$ cat config.mk
export PLATFORM = sky130hd
export DESIGN_NAME = mgt01_fwb_arbiter
export DESIGN_NICKNAME = d
export VERILOG_FILES = /design/src/rtl/mgt01_fwb_arbiter_pkg.sv /design/src/rtl/mgt01_rr_arbiter.sv /design/src/rtl/mgt01_fwb_arbiter.sv
export SDC_FILE = /design/constraint.sdc
export NUM_CORES = 1
export LEC_CHECK = 0
export CORE_MARGIN = 5
export CORE_UTILIZATION = 45
export DETAILED_ROUTE_END_ITERATION = 10
export PLACE_DENSITY = 0.73
export SETUP_SLACK_MARGIN = 0.4
export SLEW_MARGIN = 20
export SYNTH_ARGS = -nofsm -noshare
export SYNTH_HDL_FRONTEND = slang
export SYNTH_SLANG_ARGS = --single-unit
$ cat constraint.sdc
create_clock -name clk_i -period 8.6 [get_ports clk_i]
set_input_delay 2.58 -clock clk_i [delete_from_list [all_inputs] [get_ports clk_i]]
set_output_delay 2.58 -clock clk_i [all_outputs]
set_load 0.03 [all_outputs]
$ cat src/rtl/mgt01_fwb_arbiter_pkg.sv
// Shared types and constants for the floating-point writeback path.
// Producer results, source indices and the FP register address/data shapes live here.
package mgt01_fwb_arbiter_pkg;

  localparam int N_FWB_SRC = 4;
  localparam int FWB_FLEN  = 32;
  localparam int FWB_NREG  = 32;
  localparam int FREG_AW   = 5;

  typedef logic [FREG_AW-1:0]  f_register_e;
  typedef logic [FWB_FLEN-1:0] float_t;

  typedef struct packed {
    f_register_e addr;
    float_t      data;
  } fwb_req_t;

  typedef enum logic [1:0] {
    FWB_FADD,
    FWB_FDIV,
    FWB_FLOAD,
    FWB_FMV
  } fwb_src_e;

endpackage

$ cat src/rtl/mgt01_rr_arbiter.sv
// Round-robin arbiter with a registered search pointer.
// Grants the first requester at or above the pointer; the pointer moves past each winner.
module mgt01_rr_arbiter #(
  parameter int N = 4
) (
  input  logic                 clk_i,
  input  logic                 rst_n_i,
  input  logic [N-1:0]         req_i,
  input  logic                 en_i,
  input  logic                 update_i,
  output logic [N-1:0]         grant_o,
  output logic [$clog2(N)-1:0] grant_idx_o
);

  localparam int PW = $clog2(N);

  logic [PW-1:0] ptr_q, ptr_d;
  logic [PW-1:0] scan_idx;
  logic          found;

  always_comb begin
    grant_o     = '0;
    grant_idx_o = '0;
    ptr_d       = ptr_q;
    found       = 1'b0;
    scan_idx    = '0;
    for (int k = 0; k < N; k++) begin
      scan_idx = PW'((32'(ptr_q) + k) % N);
      if (en_i && !found && req_i[scan_idx]) begin
        found                 = 1'b1;
        grant_o[scan_idx]     = 1'b1;
        grant_idx_o           = scan_idx;
      end
    end
    // Pointer only advances on a real grant so an idle cycle keeps fairness intact.
    if (found && update_i) begin
      ptr_d = (grant_idx_o == PW'(N - 1)) ? '0 : grant_idx_o + PW'(1);
    end
  end

  always_ff @(posedge clk_i) begin
    if (!rst_n_i) begin
      ptr_q <= '0;
    end else begin
      ptr_q <= ptr_d;
    end
  end

endmodule

$ cat src/rtl/mgt01_fwb_arbiter.sv
// FP writeback arbiter: one-entry buffer per producer, round-robin pick, registered write port.
// Also exports the set of registers with an in-flight write for issue-stage hazard checks.
module mgt01_fwb_arbiter
  import mgt01_fwb_arbiter_pkg::*;
#(
  parameter int N_SRC = N_FWB_SRC,
  parameter int FLEN  = FWB_FLEN,
  parameter int NREG  = FWB_NREG
) (
  input  logic                            clk_i,
  input  logic                            rst_n_i,
  input  logic                            clk_en_i,
  input  logic                            hold_i,
  input  logic [N_SRC-1:0]                src_valid_i,
  input  logic [N_SRC-1:0][FREG_AW-1:0]   src_addr_i,
  input  logic [N_SRC-1:0][FLEN-1:0]      src_data_i,
  output logic [N_SRC-1:0]                src_ready_o,
  output logic                            we_o,
  output logic [FREG_AW-1:0]              w_faddr_o,
  output logic [FLEN-1:0]                 wr_fdata_o,
  output logic [NREG-1:0]                 pend_mask_o,
  output logic                            busy_o
);

  logic [N_SRC-1:0]               buf_v_q, buf_v_d;
  logic [N_SRC-1:0][FREG_AW-1:0]  buf_addr_q, buf_addr_d;
  logic [N_SRC-1:0][FLEN-1:0]     buf_data_q, buf_data_d;
  logic                           stage_v_q, stage_v_d;
  logic [FREG_AW-1:0]             stage_addr_q, stage_addr_d;
  logic [FLEN-1:0]                stage_data_q, stage_data_d;

  logic [N_SRC-1:0]               grant;
  logic [$clog2(N_SRC)-1:0]       grant_idx;
  logic [N_SRC-1:0]               handshake;

  // Grant looks only at buffered state, so ready never depends on src_valid_i.
  mgt01_rr_arbiter #(
    .N (N_SRC)
  ) u_rr (
    .clk_i       (clk_i),
    .rst_n_i     (rst_n_i),
    .req_i       (buf_v_q),
    .en_i        (clk_en_i & ~hold_i),
    .update_i    (clk_en_i),
    .grant_o     (grant),
    .grant_idx_o (grant_idx)
  );

  assign src_ready_o = {N_SRC{clk_en_i & rst_n_i}} & (~buf_v_q | grant);
  assign handshake   = src_valid_i & src_ready_o;

  always_comb begin
    buf_v_d      = buf_v_q;
    buf_addr_d   = buf_addr_q;
    buf_data_d   = buf_data_q;
    stage_v_d    = stage_v_q;
    stage_addr_d = stage_addr_q;
    stage_data_d = stage_data_q;
    if (clk_en_i) begin
      for (int i = 0; i < N_SRC; i++) begin
        if (handshake[i]) begin
          buf_v_d[i]    = 1'b1;
          buf_addr_d[i] = src_addr_i[i];
          buf_data_d[i] = src_data_i[i];
        end else if (grant[i]) begin
          buf_v_d[i] = 1'b0;
        end
      end
      stage_v_d = |grant;
      if (|grant) begin
        stage_addr_d = buf_addr_q[grant_idx];
        stage_data_d = buf_data_q[grant_idx];
      end
    end
  end

  always_ff @(posedge clk_i) begin
    if (!rst_n_i) begin
      buf_v_q      <= '0;
      buf_addr_q   <= '0;
      buf_data_q   <= '0;
      stage_v_q    <= 1'b0;
      stage_addr_q <= '0;
      stage_data_q <= '0;
    end else begin
      buf_v_q      <= buf_v_d;
      buf_addr_q   <= buf_addr_d;
      buf_data_q   <= buf_data_d;
      stage_v_q    <= stage_v_d;
      stage_addr_q <= stage_addr_d;
      stage_data_q <= stage_data_d;
    end
  end

  always_comb begin
    pend_mask_o = '0;
    for (int i = 0; i < N_SRC; i++) begin
      if (buf_v_q[i]) begin
        pend_mask_o = pend_mask_o | (NREG'(1) << buf_addr_q[i]);
      end
    end
    if (stage_v_q) begin
      pend_mask_o = pend_mask_o | (NREG'(1) << stage_addr_q);
    end
  end

  assign we_o       = stage_v_q & clk_en_i;
  assign w_faddr_o  = stage_addr_q;
  assign wr_fdata_o = stage_data_q;
  assign busy_o     = (|buf_v_q) | stage_v_q;

endmodule
==> summary.md <==
| Metric | Value |
|---|---|
| DRC | 0 |
| Most common cell in the netlist | nand2_1 |
| Synth Area in Compound Gates | 20.2% |
| Clock slew at reported path FFs | 0.07 ns |
| GRT Max-Usage Layer | met2 |
| Initial antenna violation count | 6 |
| Worst setup EP type | output port |
| Total Wirelength | 36200 µm |
| Synth cell count leaders | nand2_1 (206), dfxtp_1 (192), nand3_1 (162), o21ai_1 (125), mux2i_1 (76) |
| Slew headroom | 30.0% |
| # Post-CTS Setup Buffers | 0 |
| CTS tree | yes |
| Dominant cells by area after synthesis | dfxtp_1 (37%), nand3_1 (7.9%), nand2_1 (7.5%) |
| Asr flop ratio synth | 0% |
| Post-synth top area share | 37.4% |
| Grt total ovfl | 0 |
| Post-synth EDFFs | 0 |
| Status | finished, final reports clean |
| Mux contribution to synthesized area | 12.1% |
| # H-tree levels | 4 |
| Worst-path maximum fanout | 5 |
| LEAKAGE | 4.78 nW |
| Max Cap Viol | 0 |
| Slew Viols, Final | 0 |
| Routed vias/inst | 6.05 |
| Core area | 22600 µm² |
| XOR/XNOR Fraction of Synth Area | 0% |
| Clock root buffer | clkbuf_16 |
| Worst skew pair latency | 0.44 ns |
| Initial Utilization | 45.5% |
| Met2 GRT Util | 44.2% |
| Nets@finish | 1560 |
| Hpwl dp | 23700 µm |
| Yosys Warn Count | 0 |
| TritonCTS Sinks | 192 |
| IO Pins | 231 |
| Area grow syn2layout | 27.8% |
| Largest net degree at the start of global routing | 112 |
| Setup violations, final | 0 |
| Syn avg cell area | 8.23 µm² |
| Gr usage total | 27.0% |
| GR Util met1 | 35.7% |
| DR vias | 10300 |
| Final ANT Viol Nets | 0 |
| Die Area | 26000 µm² |
| Synth Area in Adders | 0.974% |
| RSZ-0062 raised after global routing | false |
| Initial drt markers | 926 |
| Mapped Area | 10300 µm² |
| GR Util met3 | 5.89% |
| Main combinational cell family by area after synthesis | simple AND/OR/NAND/NOR gates |
| Type of the tightest min-delay check | reg2reg |
| Drt first pass iters | 5 |
| CTS max path bufs | 2 |
| CTS resizes | 0 |
| Layout Skew | 0.0117 ns |
| Ys flop type | dfxtp_1 |
| Post-synthesis sequential area ratio | 37.4% |
| Highest clock rate | 0.131 GHz |
| Total CTS buffers | 17 |
| Die Y | 161 µm |
| Final period util | 88.6% |
| Final hold viol count | 0 |
| Port Buffers | 230 |
| Syn nets | 1413 |
| CTS Hold Bufs | 0 |
| Chip Width | 161 µm |
| Max VDD drop | 0.171 mV |
| Top cell type by total area after synthesis | dfxtp_1 |
| WL/cell | 21.3 µm |
| Slew at the pin with the worst max-slew slack | 1.05 ns |
| Post-route minimum period | 7.62 ns |
| Cells after synthesis | 1249 |
| Fillers | 2030 |
| P per Cell Area | 178 nW/µm² |
| Critical path class | in2out |
| Setup TNS | 0 ns |
| Fraction of layout cells with a size suffix above 1 | 9.87% |
| Cell variety after synth | 60 |
| Row Count | 55 |
| Synthesis-stage register bit count | 192 |
| WP data arrival | 5.04 ns |
| Vias in the first global route | 10100 |
| Total chip power | 2.34 mW |
| Synth Area in Simple Gates | 23.2% |
| CP Launch Type | input port |
| CP Data Required Time | 6.02 ns |
| First-pass GRT wire length | 56600 µm |
| GPL Wtd Cong | 0.949 |
metal layers:
metal | share of wire [%] | routed length [µm]
met5 | 0.15 | 55
met4 | 2.7 | 959
met2 | 47 | 16900
met1 | 43 | 15600
met3 | 7.6 | 2740
cells in the final DEF, fill, tap and decap left out, types with 8 or more instances in the layout:
| cell type | Yosys | final |
|---|---|---|
| dfxtp_1 | 192 | 192 |
| nand3b_1 | 19 | 19 |
| and2_1 | 9 | 9 |
| nor2_1 | 52 | 52 |
| o21ai_0 | 29 | 29 |
| inv_1 | 11 | 11 |
| buf_4 | 4 | 15 |
| o22ai_1 | 44 | 44 |
| nand3_1 | 162 | 162 |
| clkbuf_16 | 0 | 17 |
| nand2_1 | 206 | 206 |
| o221ai_1 | 16 | 16 |
| o21ai_1 | 125 | 125 |
| ha_1 | 8 | 8 |
| or3_1 | 10 | 10 |
| mux2i_1 | 76 | 76 |
| mux2_2 | 38 | 38 |
| clkdlybuf4s50_1 | 0 | 225 |
| o22ai_2 | 30 | 30 |
| nor2b_1 | 10 | 10 |
final timing paths:
| path | from | end | slack, ns | cells past startpoint |
|---|---|---|---|---|
| hold / removal | buf_data_q[29] | buf_data_q[29] | 0.45 | 2 |
| hold reg to reg | buf_data_q[29] | buf_data_q[29] | 0.45 | 2 |
| setup reg to reg | u_rr.ptr_q[0] | buf_data_q[69] | 3.72 | 10 |
| setup / recovery | clk_en_i | src_ready_o[3] | 0.98 | 6 |
power breakdown:
group / leakage (nW) / switching [mW] / internal (mW)
logic: 2.92 / 0.295 / 0.223
clock network: 0.293 / 0.354 / 0.468
registers: 1.57 / 0.0580 / 0.939
through the flow:
| stage | setup WS [ns] | utilization, % | hold slack [ns] | cell area [µm²] | std cells |
|---|---|---|---|---|---|
| after CTS | 0.986 | 58.0 | 0.449 | 13100 | 1692 |
| final | 0.984 | 58.2 | 0.445 | 13100 | 1695 |
| after global routing | 0.885 | 58.2 | 0.462 | 13100 | 1695 |
| after global placement | 0.968 | 55.3 | 0.435 | 12500 | 1661 |
| after detailed placement | 0.997 | 55.3 | 0.439 | 12500 | 1661 |
| after floorplan | 2.13 | - | 0.428 | 10300 | 1249 |
state kept, by name, summed over array words and instances, names as in the netlist:
register	cells
buf_data_q	128
buf_v_q	4
u_rr.ptr_q	2
w_faddr_o	5
wr_fdata_o	32
buf_addr_q	20
stage_v_q	1
kinds of logic (layout without fill, tap and decap cells):
kind of cell               count (synthesis)  after routing
other                                      0              2
AOI/OAI and AO/OA                        296            296
adders and majority gates                  8              8
muxes                                    117            117
and+or+nand+nor                          507            507
buffers and inverters                    129            288
DFF                                      192            192
area by class of cell:
type                            instances  area (µm²)  share of cell area [%]
Antenna cell                            2        5.00                  0.0381
Sequential cell                       192        3840                    29.3
Timing Repair Buffer                  246        2420                    18.5
Clock inverter                         11         154                    1.17
Tap cell                              285         357                    2.72
Clock buffer                           20         447                    3.40
Multi-Input combinational cell        928        5860                    44.6
Inverter                               11        41.3                   0.314
worst max-delay path: stages:
cell and delay [ns]:
clkdlybuf4s50_1 0.61, nand2b_1 0.16, a21oi_1 0.42, o211ai_1 0.25, a41oi_4 0.27, clkdlybuf4s50_1 0.74
Power figures use the tool's default switching activity.
==> patch, RTL diff (same settings) <==
The package constant `N_FWB_SRC` goes from 4 to 8.
--- a/src/rtl/mgt01_fwb_arbiter_pkg.sv
+++ b/src/rtl/mgt01_fwb_arbiter_pkg.sv
@@ -3,5 +3,5 @@
 package mgt01_fwb_arbiter_pkg;
 
-  localparam int N_FWB_SRC = 4;
+  localparam int N_FWB_SRC = 8;
   localparam int FWB_FLEN  = 32;
   localparam int FWB_NREG  = 32;
Interface: changed (resized src_addr_i, src_data_i, src_ready_o and src_valid_i); port bits go from 231 to 387. The function was not compared with the original's and may differ.
==> patch against the unedited design <==
- synthesized area increased by 100%
- core utilization down 0.68 points
- die area is 97% higher
- clock skew is 13 ps higher
- wire length increased to 2.8 times the old value
- setup slack worse by 430 ps
- final area up 100%
- hold slack improved by 27 ps
- sequential power rose by 93%
- sequential cell count rose by 153
- total power grew to 2.6 times the old value
- combinational power rose to 4.3 times the old value
==> patch: results (changes against the unedited design) <==
Logic synthesis
  – Sequential fraction of the synthesis area: 32.8% (-4.6 points)
  – Synth top cells by count: nand2_1 (488), dfxtp_1 (345), nor2_1 (226)
  – Top cells by area, synth: dfxtp_1 (33%), nand2_1 (8.7%), mux2i_1 (7.3%)
  – Synth cell types: 74 (+23%)
  – Average size of a mapped cell: 7.60 um^2 (-7.6%)

Route
  – Vias after detailed routing: 25100 (+140%)
  – WL final: 101000 um (+180%)
  – Violation count after the first detailed-route iteration: 3677 (+300%)
  – Met1 WL: 40500 um (+160%)
  – Top sig layer: met4

Clock network
  – Skew-Pair Late Insertion Delay: 590 ps (+150 ps)
  – CTS Buffer Depth: 3 (+1)
  – Clk sinks: 345 (+80%)

Final layout
  – Layout filler cell count: 4257 (+110%)
  – ClkCell Share: 5.43% (+0.86 points)
  – Non-CTS buffers: 454 (+85%)
  – Area of the multi-input gates: 0.0130 mm^2 (+120%)
  – Reg area: 0.00691 mm^2 (+80%)
  – Fraction of layout cells with a size suffix above 1: 6.93% (-2.9 points)
  – Non-Filler Instances: 3609 (+110%)
  – Non-clk invs: 15 (+4)
  – Nets: 3286 (+110%)
  – Max reg flops: 256 (+100%)

Global route
  – Initial antenna violation count: 2 (-4)
  – Vias in the first global route: 23400 (+130%)
  – Pin count of the biggest net entering global routing: 122 (+8.9%)
  – Global-route wire length before repair: 148000 um (+160%)
  – Global Route met2 Usage: 56.7% (+12 points)
  – Gr usage total: 37.2% (+10 points)

Min path
  – Hold Path Sink: buf_data_q[209]
  – Min-delay src: buf_data_q[209]

Power and ir drop
  – Cell Pwr Density: 225 mW/mm^2 (+27%)
  – Leak: 9.97 nW (+110%)
  – Max VDD drop: 0.185 mV (+8.5%)
  – Seq power: 0.00192 W (+93%)
  – Combinational cell power: 0.00222 W (+330%)
  – Switch share: 40.7% (+10 points)

Setup path
  – Crit path max-delay family: simple AND/OR/NAND/NOR gates
  – CP Max Fanout: 11 (+6)
  – R2R depth: 11 (+1)
  – Start of the worst register-to-register path: u_rr.ptr_q[2]
  – R2R setup slack: 2890 ps (-830 ps)
  – Reg2reg end: wr_fdata_o[18]

Outcome
  – Status: completed

STA
  – Fmax: 0.124 GHz (-5.3%)

Placed design
  – PortBufs: 386 (+68%)
  – Gpl congestion: 0.978 (+3.0%)
  – Pre-CTS WS: 365 ps (-632 ps)
-- patch: cell count changes after synthesis, sizes merged, moves of 68 or more --
| cell | change |
|---|---|
| dfxtp | +153 |
| clkbuf | +162 |
| o2111ai | +69 |
| nand2 | +283 |
| nand4 | +142 |
| nor2 | +174 |
| a22o | +68 |
| a22oi | +94 |
| mux2i | +78 |
-- patch: kinds of logic (layout without fill, tap and decap cells) --
kind of cell             after synthesis  count (layout)  share of synthesized area [%]
buffers and inverters                311             542                           6.05
XOR/XNOR                               3               3                          0.125
AO/OA/AOI/OAI                        802             802                           27.0
multiplexers                         168             168                           8.72
AND/OR/NAND/NOR                     1132            1132                           24.8
flip-flops                           345             345                           32.8
adder cells (fa/ha/maj)                8               8                          0.476
other                                  0               2                              0
-- patch: worst reg2reg max path, cell delays in order (launching register included) --
cell and delay, ps:
dfxtp_1 710, inv_1 260, ha_1 520, mux4_2 360, mux2_2 340, or4_1 480, a31oi_1 550, nand2_4 660
nand4_1 340, o21ai_0 130, o311ai_0 1020, a31oi_1 190
